<file path="src/rtl/smpl_dump.sv">
// Drains one channel's circular capture RAM to the UART, oldest byte first,
// using a registered read and a trmt/tx_done handshake per byte.
module smpl_dump #(
  parameter int ENTRIES = 384,
  parameter int ADDR_W  = 9
) (
  input  logic              clk,
  input  logic              rst,
  input  logic              dump_start,
  input  logic              dump_abort,
  input  logic [ADDR_W-1:0] start_addr,
  output logic              ram_en,
  output logic [ADDR_W-1:0] ram_addr,
  input  logic [7:0]        ram_rdata,
  output logic [7:0]        tx_data,
  output logic              trmt,
  input  logic              tx_done,
  output logic              busy,
  output logic              dump_done,
  output logic              aborted
);

  typedef enum logic [2:0] {IDLE, RD, LAT, SEND, WTX, FIN} state_t;

  localparam logic [ADDR_W-1:0] LAST = ADDR_W'(ENTRIES - 1);

  state_t            state_q;
  logic [ADDR_W-1:0] ram_addr_q;
  logic [ADDR_W-1:0] cnt_q;
  logic [7:0]        tx_data_q;
  logic              ram_en_q;
  logic              trmt_q;
  logic              busy_q;
  logic              done_q;
  logic              aborted_q;

  logic [ADDR_W-1:0] addr_d;
  logic [ADDR_W-1:0] start_d;

  assign addr_d  = (ram_addr_q == LAST) ? '0 : ram_addr_q + ADDR_W'(1);
  assign start_d = (start_addr > LAST) ? '0 : start_addr;

  // Pulse outputs are set on the edge entering their state, so RD with an
  // abort already pending at entry never issues a read.
  always_ff @(posedge clk or posedge rst) begin
    if (rst) begin
      state_q    <= IDLE;
      ram_addr_q <= '0;
      cnt_q      <= '0;
      tx_data_q  <= '0;
      ram_en_q   <= 1'b0;
      trmt_q     <= 1'b0;
      busy_q     <= 1'b0;
      done_q     <= 1'b0;
      aborted_q  <= 1'b0;
    end else begin
      ram_en_q <= 1'b0;
      trmt_q   <= 1'b0;
      done_q   <= 1'b0;
      case (state_q)
        IDLE: begin
          if (dump_start) begin
            ram_addr_q <= start_d;
            cnt_q      <= '0;
            busy_q     <= 1'b1;
            aborted_q  <= 1'b0;
            ram_en_q   <= !dump_abort;
            state_q    <= RD;
          end
        end
        RD: begin
          if (dump_abort || !ram_en_q) begin
            aborted_q <= 1'b1;
            done_q    <= 1'b1;
            state_q   <= FIN;
          end else begin
            state_q <= LAT;
          end
        end
        LAT: begin
          tx_data_q <= ram_rdata;
          trmt_q    <= 1'b1;
          state_q   <= SEND;
        end
        SEND: state_q <= WTX;
        WTX: begin
          if (tx_done) begin
            if (dump_abort) begin
              aborted_q <= 1'b1;
              done_q    <= 1'b1;
              state_q   <= FIN;
            end else if (cnt_q == LAST) begin
              done_q  <= 1'b1;
              state_q <= FIN;
            end else begin
              cnt_q      <= cnt_q + ADDR_W'(1);
              ram_addr_q <= addr_d;
              ram_en_q   <= 1'b1;
              state_q    <= RD;
            end
          end
        end
        FIN: begin
          busy_q  <= 1'b0;
          state_q <= IDLE;
        end
        default: state_q <= IDLE;
      endcase
    end
  end

  assign ram_en    = ram_en_q;
  assign ram_addr  = ram_addr_q;
  assign tx_data   = tx_data_q;
  assign trmt      = trmt_q;
  assign busy      = busy_q;
  assign dump_done = done_q;
  assign aborted   = aborted_q;

endmodule

</file>
<file path="config.mk">
export PLATFORM = sky130hd
export DESIGN_NAME = smpl_dump
export DESIGN_NICKNAME = d
export VERILOG_FILES = /design/src/rtl/smpl_dump.sv
export SDC_FILE = /design/constraint.sdc
export NUM_CORES = 1
export LEC_CHECK = 0
export ABC_AREA = 1
export CORE_MARGIN = 8
export CORE_UTILIZATION = 45
export DETAILED_ROUTE_END_ITERATION = 12
export PLACE_DENSITY_LB_ADDON = 0.2
export REMOVE_ABC_BUFFERS = 1
export SLEW_MARGIN = 20
export SYNTH_ARGS = -nofsm -noshare
export SYNTH_HDL_FRONTEND = slang
export SYNTH_SLANG_ARGS = --single-unit
</file>
<file path="constraint.sdc">
create_clock -name clk -period 1.5 [get_ports clk]
set_clock_uncertainty 0.15 [all_clocks]
set_input_delay 0.3 -clock clk [delete_from_list [all_inputs] [get_ports clk]]
set_output_delay 0.3 -clock clk [all_outputs]
set_load 0.01 [all_outputs]
</file>
**Word-level counts from Yosys, hierarchy flattened**

Cells that the tools add are included.

- Bits in latches: 0
- ROM bits: 0
- Register bits: 34
- Memories: 0
- Bits of input ports: 22
- Logic and storage cells: 72
- Bits in writable memories: 0

- Mux-type cells: 36
- Bitwise operators: 0
- Order comparisons: 1
- Multipliers: 0
- $add $sub $neg: 2
- Reduce and logical (&&, ||, !) cells: 11
- Equal/unequal tests: 13
- Shift operators: 0
- Div/mod/pow operators: 0

Operators by type and width:

| cell | number |
|---|---|
| 9-bit two-way mux | 10 |
| 9-bit one-hot mux with 2 select lines | 2 |
| 9-bit by 1-bit adder with 9-bit output, second input constant | 2 |
| 9-bit == test, second input constant | 2 |
| 3-bit two-way mux | 5 |
| 3-bit one-hot mux with 5 select lines | 1 |
| 1-bit two-way mux | 14 |
| 2-bit inequality test, second input constant | 6 |
| 5-bit AND reduction | 2 |
| 9-bit > comparator, second input constant | 1 |
| 3-bit by 2-bit == test with 1-bit output, second input constant | 2 |
| 3-bit == test, second input constant | 2 |
| 1-bit one-hot mux with 2 select lines | 3 |
| 2-bit AND reduction | 2 |
| 2-bit nonzero test | 2 |
| 3-bit by 1-bit == test with 1-bit output, second input constant | 1 |
| 3-bit logical NOT | 1 |
| 1-bit one-hot mux with 3 select lines | 1 |
| 3-bit nonzero test | 1 |
| 1-bit logical NOT | 2 |
| 1-bit logical OR | 1 |

**Longest topological paths before layout**

Gate-level depths: netlist of run 1.

- Depth after elaboration: 6
- Depth in mapped cells: 10
- Gate-level depth less buffers: 10

**Worst setup path after synthesis of run 1**

OpenSTA, ideal clock, no wires.

- Path kind: register -> register
- Start point: register cnt_q[0]
- End point: register cnt_q[2]
- Arrival: 1,319 ps
- Data required time: 1,232 ps
- Slack: -87 ps
- Path buffers: 1
- Cell stages (with the launch flop): 11
- Library setup time: 118 ps
- Path through: dfrtp_1 -> ha_1 -> nand3_1 -> nor2_2 -> nand2_1 -> nand2_2 -> nand2_4 -> nand2_8 -> buf_12 -> nand2_1 -> o21ai_2

- Longest elaborated chain between the ends: 5

RTL lines:

| item | RTL line | source |
|---|---|---|
| start, declared | 29 | `logic [ADDR_W-1:0] cnt_q;` |
| start signal, assigned | 96 | `cnt_q <= cnt_q + ADDR_W'(1);` |
| 9-bit by 1-bit adder with 9-bit output | 96 |  |
| 9-bit two-way mux | 92 | `end else if (cnt_q == LAST) begin` |
| 9-bit two-way mux | 88 | `if (dump_abort) begin` |
| 9-bit two-way mux | 87 | `if (tx_done) begin` |
| 9-bit one-hot mux with 2 select lines | 60 | `case (state_q)` |

Several ways; a longest one is shown, not always the timed one. The select of a mux whose other input is x is not followed.
A chain may end at the register's enable or synchronous reset.

**Worst setup path in the final report of run 1**

- Start point: register cnt_q[0]
- End point: register state_q[2]

- Longest elaborated chain between the ends: 5

RTL lines:

| item | RTL line | source |
|---|---|---|
| 9-bit == test | 92 |  |
| 3-bit two-way mux | 92 |  |
| 3-bit two-way mux | 88 |  |
| 3-bit two-way mux | 87 |  |
| 3-bit one-hot mux with 5 select lines | 60 |  |
| end signal, assigned | 85 | `SEND: state_q <= WTX;` |
| end signal, assigned | 91 | `state_q <= FIN;` |
| end signal, assigned | 94 | `state_q <= FIN;` |
| end, declared | 27 | `state_t state_q;` |

Every way passes these cells. The select of a mux whose other input is x is not followed.

==> results.md, run 1 <==
- Clock Power Share: 0.141
- Yosys cell types: 27
- DIE AREA: 6710 um^2
- Ant. Diodes: 0
- Final Non-Filler Cells: 420
- Tmin final: 1600 ps
- CP Data Required Time: 1580 ps
- Die Span X: 81.9 um
- Flops & latches, synth: 34
- Register share of total power: 0.285
- Routed WL: 5.29 mm
- Failing checks: setup timing
- Input/output buffers: 43
- R2r setup slk: -100 ps
- Logic gate share of total power: 0.574
- # DRC: 0
- Worst r2r src: cnt_q[0]$_DFFE_PP0P_
- Critical path peak fanout: 3
- Die Span Y: 81.9 um
- Setup Viol. Count Final: 20
- Max Cap Viol: 0
- Critical Path End Type: register
- Peak VDD IR: 0.000815 V
- Initial antenna violation count: 0
- Warnings, synthesis: 0
- Num ports: 44
- Reg2reg end: state_q[2]$_DFFE_PP0P_
- Pleak: 1.60 nW
- Post-synthesis sequential area ratio: 0.435
- Worst-path clk slew: 70 ps
- Cells on worst reg2reg path: 11
- Syn_area_per_cell: 7.30 um^2
- Fin. max-slew vios: 0
- Most frequent cells in the layout: nand2_1 (98), buf_4 (45), dfrtp_1 (31), inv_1 (26), nand3_1 (25)
- GR Overflow Total: 0
- Layout cells sized above 1: 0.334
- DR WL/cell: 12.6 um
- Row cnt: 24
- Critical Path Source Type: register
- Least-Margin Pin Slew: 269 ps
- Detail Placement HPWL: 3.70 mm
- Starting Density: 0.459
- Clock buffer depth: 2
- Pwr Density: 1630 nW/um^2
- Layout area overhead: 57.3%
- Sw Ratio: 0.404
- RSZ-0062 raised after global routing: yes
- Max-slew headroom: 0.820
- Fin. Hold Viols: 0
- Int Power: 2.99 mW
- Core Box Area: 4260 um^2
- Root buf cell: clkbuf_8
- Hold buffer count at CTS: 0
- Placer Congestion: 0.879
- Vias in the first global route: 1906
- Clock Latency Late Sink: 290 ps
- Fin nets: 391
- Initial DRC Count: 128
- Total power: 5.02 mW
- # H-tree levels: 2
- Fin crit share: 1.07
- Placed cell count: 396
- Setup Crit Path Kind: register to register
- Clk sinks: 34
- TritonCTS clock tree: done
- Largest net degree at the start of global routing: 35
- DR vias/cell: 4.90
- ANT nets after route: 0
- Vias post-DR: 2058
- Total GRT Usage: 0.162
- Mapped Cells: 268
- Crit path DAT: 1680 ps
- Inserted Clock Buffers: 5
- Worst min-delay path class: input pin to async pin
- Status: finished with violations
- Global-route wire length before repair: 8.55 mm
- Commonest non-fill, non-tap cell in the layout: nand2_1
- Achievable frequency: 625 MHz
- Synthesized cell area: 1960 um^2
- Net switching power: 2.03 mW
- Drt pass-1 iters: 4
- Final worst setup slack: -101 ps
## cell usage after synthesis, drive strengths merged
master  number  area, um^2
a21oi        2        10.0
a31oi        1        6.26
buf          6        61.3
dfrtp       34         851
ha           2        25.0
inv         29         109
nand2      125         505
nand3       28         140
nand3b       4        30.0
nand4        1        6.26
nor2        12        55.1
nor3         5        30.0
o21ai       15        97.6
o21bai       1        7.51
or2          2        12.5
xnor2        1        8.76
## per-stage QoR
stage / instance area [um^2] / hold slack, ps / setup TNS, ps / setup slack (ps) / util
global placement: 2710 / 304 / -2470 / -140 / 0.635
global route: 3080 / 237 / -3620 / -202 / 0.721
floorplan: 1890 / 267 / -4700 / -249 / -
CTS: 2940 / 216 / -1400 / -113 / 0.690
finish: 3080 / 209 / -1290 / -101 / 0.721
detailed placement: 2710 / 311 / -3050 / -180 / 0.635
## cells by family after synthesis
group,share of synthesized area
buffers and inverters,0.0870
AND/OR/NAND/NOR,0.399
XOR/XNOR,0.00448
AO/OA/AOI/OAI,0.0621
adder cells (fa/ha/maj),0.0128
flip-flops,0.435
## power groups by stage
stage	Clock [mW]	Combinational (mW)	Sequential, mW
4_1_cts	0.729	2.65	1.41
2_1_floorplan	0	0.986	1.59
3_5_place_dp	0	2.43	1.47
3_3_place_gp	0	2.40	1.46
5_1_grt	0.771	3.15	1.47
6_report	0.708	2.88	1.43
## state kept, by name, summed over array words and instances, names as in the netlist
signal,cells
cnt_q,9
ram_addr,9
tx_data,8
state_q,3
aborted,1
busy,1
dump_done,1
ram_en,1
trmt,1
## area by class of cell
class | instances | area (um^2)
fill | 328 | 1190
multi-input combinational | 200 | 1090
timing repair buffer | 97 | 858
sequential | 34 | 855
inverter | 29 | 116
clock buffer | 6 | 82.6
tap | 52 | 65.1
clock inverter | 2 | 12.5
## layer usage
| metal | track usage | vias up | wire [um] | part of all wire |
|---|---|---|---|---|
| li1 | - | 1048 | - | - |
| met1 | 0.201 | 941 | 2290 | 0.43 |
| met2 | 0.268 | 58 | 2600 | 0.49 |
| met3 | 0.0438 | 11 | 334 | 0.063 |
| met4 | 0.0474 | 0 | 72 | 0.014 |
| met5 | 0 | - | 0 | 0 |
## worst max-delay path by stage
| stage | end | slack [ps] | startpoint | cells past startpoint |
|---|---|---|---|---|
| floorplan | tx_data[0]$_DFFE_PP0P_ | -250 | state_q[0]$_DFFE_PP0P_ | 4 |
| global placement | ram_addr[5]$_DFFE_PP0P_ | -140 | dump_abort | 8 |
| detailed placement | ram_addr[6]$_DFFE_PP0P_ | -180 | dump_abort | 8 |
| CTS | cnt_q[2]$_DFFE_PP0P_ | -110 | cnt_q[1]$_DFFE_PP0P_ | 9 |
| global route | state_q[2]$_DFFE_PP0P_ | -200 | cnt_q[0]$_DFFE_PP0P_ | 11 |
| finish | state_q[2]$_DFFE_PP0P_ | -100 | cnt_q[0]$_DFFE_PP0P_ | 11 |
## critical path, cell delays in order, from the launching register on
cell     delay (ps)
dfrtp_1         360
ha_2            200
nand3_2          80
nor2_2          110
nand2_1          80
nand2_2          90
nand2_4          90
buf_4           140
buf_6           110
nand3_2          50
nand2_1          50
nand2_1          50
## timing repair
item / 4_1_cts / 5_1_grt
setup buffers: 7 / 8
setup endpoints to repair: 44 / 34
gates cloned: 1 / 0
pin swaps: 13 / 10
resized for setup: 60 / 23
(Power assumes the default switching activity.)
==> inputs of run 2 (changes only) <==
--- a/config.mk
+++ b/config.mk
@@ -8,6 +8,7 @@
 export ABC_AREA = 1
 export CORE_MARGIN = 8
 export CORE_UTILIZATION = 45
+export CTS_CLUSTER_DIAMETER = 100
 export DETAILED_ROUTE_END_ITERATION = 12
 export PLACE_DENSITY_LB_ADDON = 0.2
 export REMOVE_ABC_BUFFERS = 1
==> results of run 2 <==
Same layout as run 1: the final DEF is identical, and so are final timing and power.
==> inputs of run 3 (changes only) <==
--- a/config.mk
+++ b/config.mk
@@ -12,6 +12,7 @@
 export DETAILED_ROUTE_END_ITERATION = 12
 export PLACE_DENSITY_LB_ADDON = 0.2
 export REMOVE_ABC_BUFFERS = 1
+export SKIP_LAST_GASP = 1
 export SLEW_MARGIN = 20
 export SYNTH_ARGS = -nofsm -noshare
 export SYNTH_HDL_FRONTEND = slang
==> run 3 against run 2 <==
Against the previous run: final cell count unchanged; the flow still finishes with violations (setup timing); hold slack about the same; via count increased by 0.34%; final area decreased by 0.28%; clock power about the same; core utilization decreased by 0.21 points; sequential cell count unchanged; critical path depth unchanged; non-clock buffer count unchanged.
==> results.md, run 3 (same netlist as run 1, synthesis figures left out) <==
- Pleak: 1.60 nW (-0.14%)
- Tmin final: 1600 ps (-4.64 ps)
- Max Cap Viol: 0 (unchanged)
- Crit path buf inv count: 2 (unchanged)
- Drt pass-1 iters: 4 (unchanged)
- Met3 usage: 0.0438 (unchanged)
- Ant. Diodes: 0 (unchanged)
- GRT met1 Usage: 0.198 (-0.00263)
- Post-route setup TNS: -1180 ps (+107 ps)
- R2r setup slk: -100 ps (about the same)
- Global-route wire length before repair: 8.55 mm (unchanged)
- DIE AREA: 6710 um^2 (unchanged)
- Crit-path slowest cell: dfrtp_1
- Failing checks: setup timing
- DR vias/cell: 4.92 (+0.34%)
- Critical Path End Type: register
- Crit path DAT: 1670 ps (about the same)
- Max-slew headroom: 0.818 (-0.00248)
- Cell count along the critical path: 11 (unchanged)
- Total power: 5.00 mW (-0.43%)
- Slowest stage delay, CP: 360 ps (about the same)
- Worst r2r src: cnt_q[0]$_DFFE_PP0P_
- CP Data Required Time: 1580 ps (about the same)
- Most frequent cells in the layout: nand2_1 (99), buf_4 (45), dfrtp_1 (31), inv_1 (26), nand3_1 (25)
- Fill cells: 327 (-0.30%)
- CP Launch Point: cnt_q[0]$_DFFE_PP0P_
- Clock buffer depth: 2 (unchanged)
- Critical path peak fanout: 3 (unchanged)
- Setup Viol. Count Final: 20 (unchanged)
- Status: finished with violations
- Initial DRC Count: 162 (+27%)
- GR Overflow Total: 0 (unchanged)
- Delay-heaviest family, CP: simple AND/OR/NAND/NOR gates
- Input/output buffers: 43 (unchanged)
- Hold buffer count at CTS: 0 (unchanged)
- Setup Crit Path Kind: register to register
- Cells on worst reg2reg path: 11 (unchanged)
- DR WL/cell: 12.7 um (+0.42%)
- Final worst setup slack: -96.0 ps (+4.64 ps)
- Critical Path Source Type: register
- Layout area overhead: 56.8%
- Fin crit share: 1.06 (-0.00309)
- Critical path, cell by cell: ha_2 -> nand3_2 -> nor2_2 -> nand2_1 -> nand2_2 -> nand2_4 -> buf_4 -> buf_6 -> nand3_2 -> nand2_1 -> nand2_1
- Fin. Hold Viols: 0 (unchanged)
- Die Span Y: 81.9 um (unchanged)
- Initial antenna violation count: 0 (unchanged)
- Starting Density: 0.459 (unchanged)
- Num ports: 44 (unchanged)
- Routed WL: 5.32 mm (+0.42%)
- # H-tree levels: 2 (unchanged)
- Most frequent CP cell: nand2_1
- Reg2reg end: state_q[2]$_DFFE_PP0P_
- Largest net degree at the start of global routing: 35 (unchanged)
- Clk sinks: 34 (unchanged)
- RSZ-0062 raised after global routing: yes
- Total GRT Usage: 0.162 (unchanged)
- Die Span X: 81.9 um (unchanged)
- Root buf cell: clkbuf_8
- Detail Placement HPWL: 3.70 mm (unchanged)
- TritonCTS clock tree: done
- Fin. max-slew vios: 0 (unchanged)
- Worst-path clk slew: 70 ps (about the same)
- Peak VDD IR: 0.000816 V (+0.13%)
- Layout cells sized above 1: 0.332 (-0.00272)
- Placer Congestion: 0.879 (unchanged)
- Vias post-DR: 2065 (+0.34%)
- Setup crit end: state_q[2]$_DFFE_PP0P_
- Vias in the first global route: 1915 (+0.47%)
- Worst min-delay path class: input pin to async pin
- Fin nets: 391 (unchanged)
- Inserted Clock Buffers: 5 (unchanged)
- Final core occ: 0.719 (-0.00205)
- ANT nets after route: 0 (unchanged)
- GRT busiest layer: met2
- Pre-CTS setup slack: -180 ps (unchanged)
- Row cnt: 24 (unchanged)
- Clock Latency Late Sink: 290 ps (about the same)
- Core Box Area: 4260 um^2 (unchanged)
- Routing usage on met2: 0.272 (+0.00316)
- Least-Margin Pin Slew: 272 ps (+3.72 ps)
- Achievable frequency: 627 MHz (+0.29%)
- Commonest non-fill, non-tap cell in the layout: nand2_1
- Pwr Density: 1630 nW/um^2 (-0.15%)
- # DRC: 0 (unchanged)
run 3: changes by cell type in the layout (fill, tap and decap cells not counted):
cell,previous run,this run
nand2_2,20,19
nand2_1,98,99
buf_6,8,7
clkbuf_2,1,2
run 3: worst min path at each step:
stage	start	endpoint	slack, ps	cells past startpoint
2_1_floorplan	ram_rdata[0]	tx_data[0]$_DFFE_PP0P_	270	2
3_3_place_gp	tx_data[6]$_DFFE_PP0P_	tx_data[6]$_DFFE_PP0P_	300	2
3_5_place_dp	tx_data[1]$_DFFE_PP0P_	tx_data[1]$_DFFE_PP0P_	310	2
4_1_cts	rst	tx_data[1]$_DFFE_PP0P_	220	3
5_1_grt	rst	tx_data[2]$_DFFE_PP0P_	240	3
6_report	rst	tx_data[1]$_DFFE_PP0P_	210	3
run 3: power breakdown:
part / internal, mW / total [mW] / leakage, nW / switching (mW)
Clock: 0.369 / 0.707 / 0.0472 / 0.338
Combinational: 1.38 / 2.86 / 1.13 / 1.48
Sequential: 1.22 / 1.43 / 0.422 / 0.208
Total: 2.97 / 5.00 / 1.60 / 2.02
run 3: final cells by class:
class	count	area, um^2	share of cell area
multi-input cells	200	1080	0.353
repair buffers	97	852	0.278
clock inverters	2	12.5	0.00408
clock buffers	6	82.6	0.0269
well taps	52	65.1	0.0212
flip-flops and latches	34	855	0.279
inverters	29	116	0.0379
run 3: worst register-to-register path, stage by stage, from the launching register on:
cell     delay, ps
dfrtp_1        360
ha_2           200
nand3_2         80
nor2_2         110
nand2_1         70
nand2_2         80
nand2_4         90
buf_4          140
buf_6          110
nand3_2         50
nand2_1         50
nand2_1         50
run 3: through the flow:
stage | cell area (um^2) | std cells | hold slack [ps]
global placement | 2710 | 396 | 304
CTS | 2940 | 412 | 216
finish | 3070 | 420 | 210
floorplan | 1890 | 262 | 267
detailed placement | 2710 | 396 | 311
global route | 3070 | 420 | 237
run 3: repair_timing:
action / CTS / global route
pin swaps: 13 / 9
gates cloned: 1 / 0
gates resized for setup: 58 / 24
buffers inserted: 7 / 8
setup endpoints to repair: 44 / 35
run 3: metal layers:
layer / vias to the layer above / wire length (um)
met5: - / 0
met2: 56 / 2630
met3: 12 / 336
met1: 948 / 2270
li1: 1049 / -
met4: 0 / 80
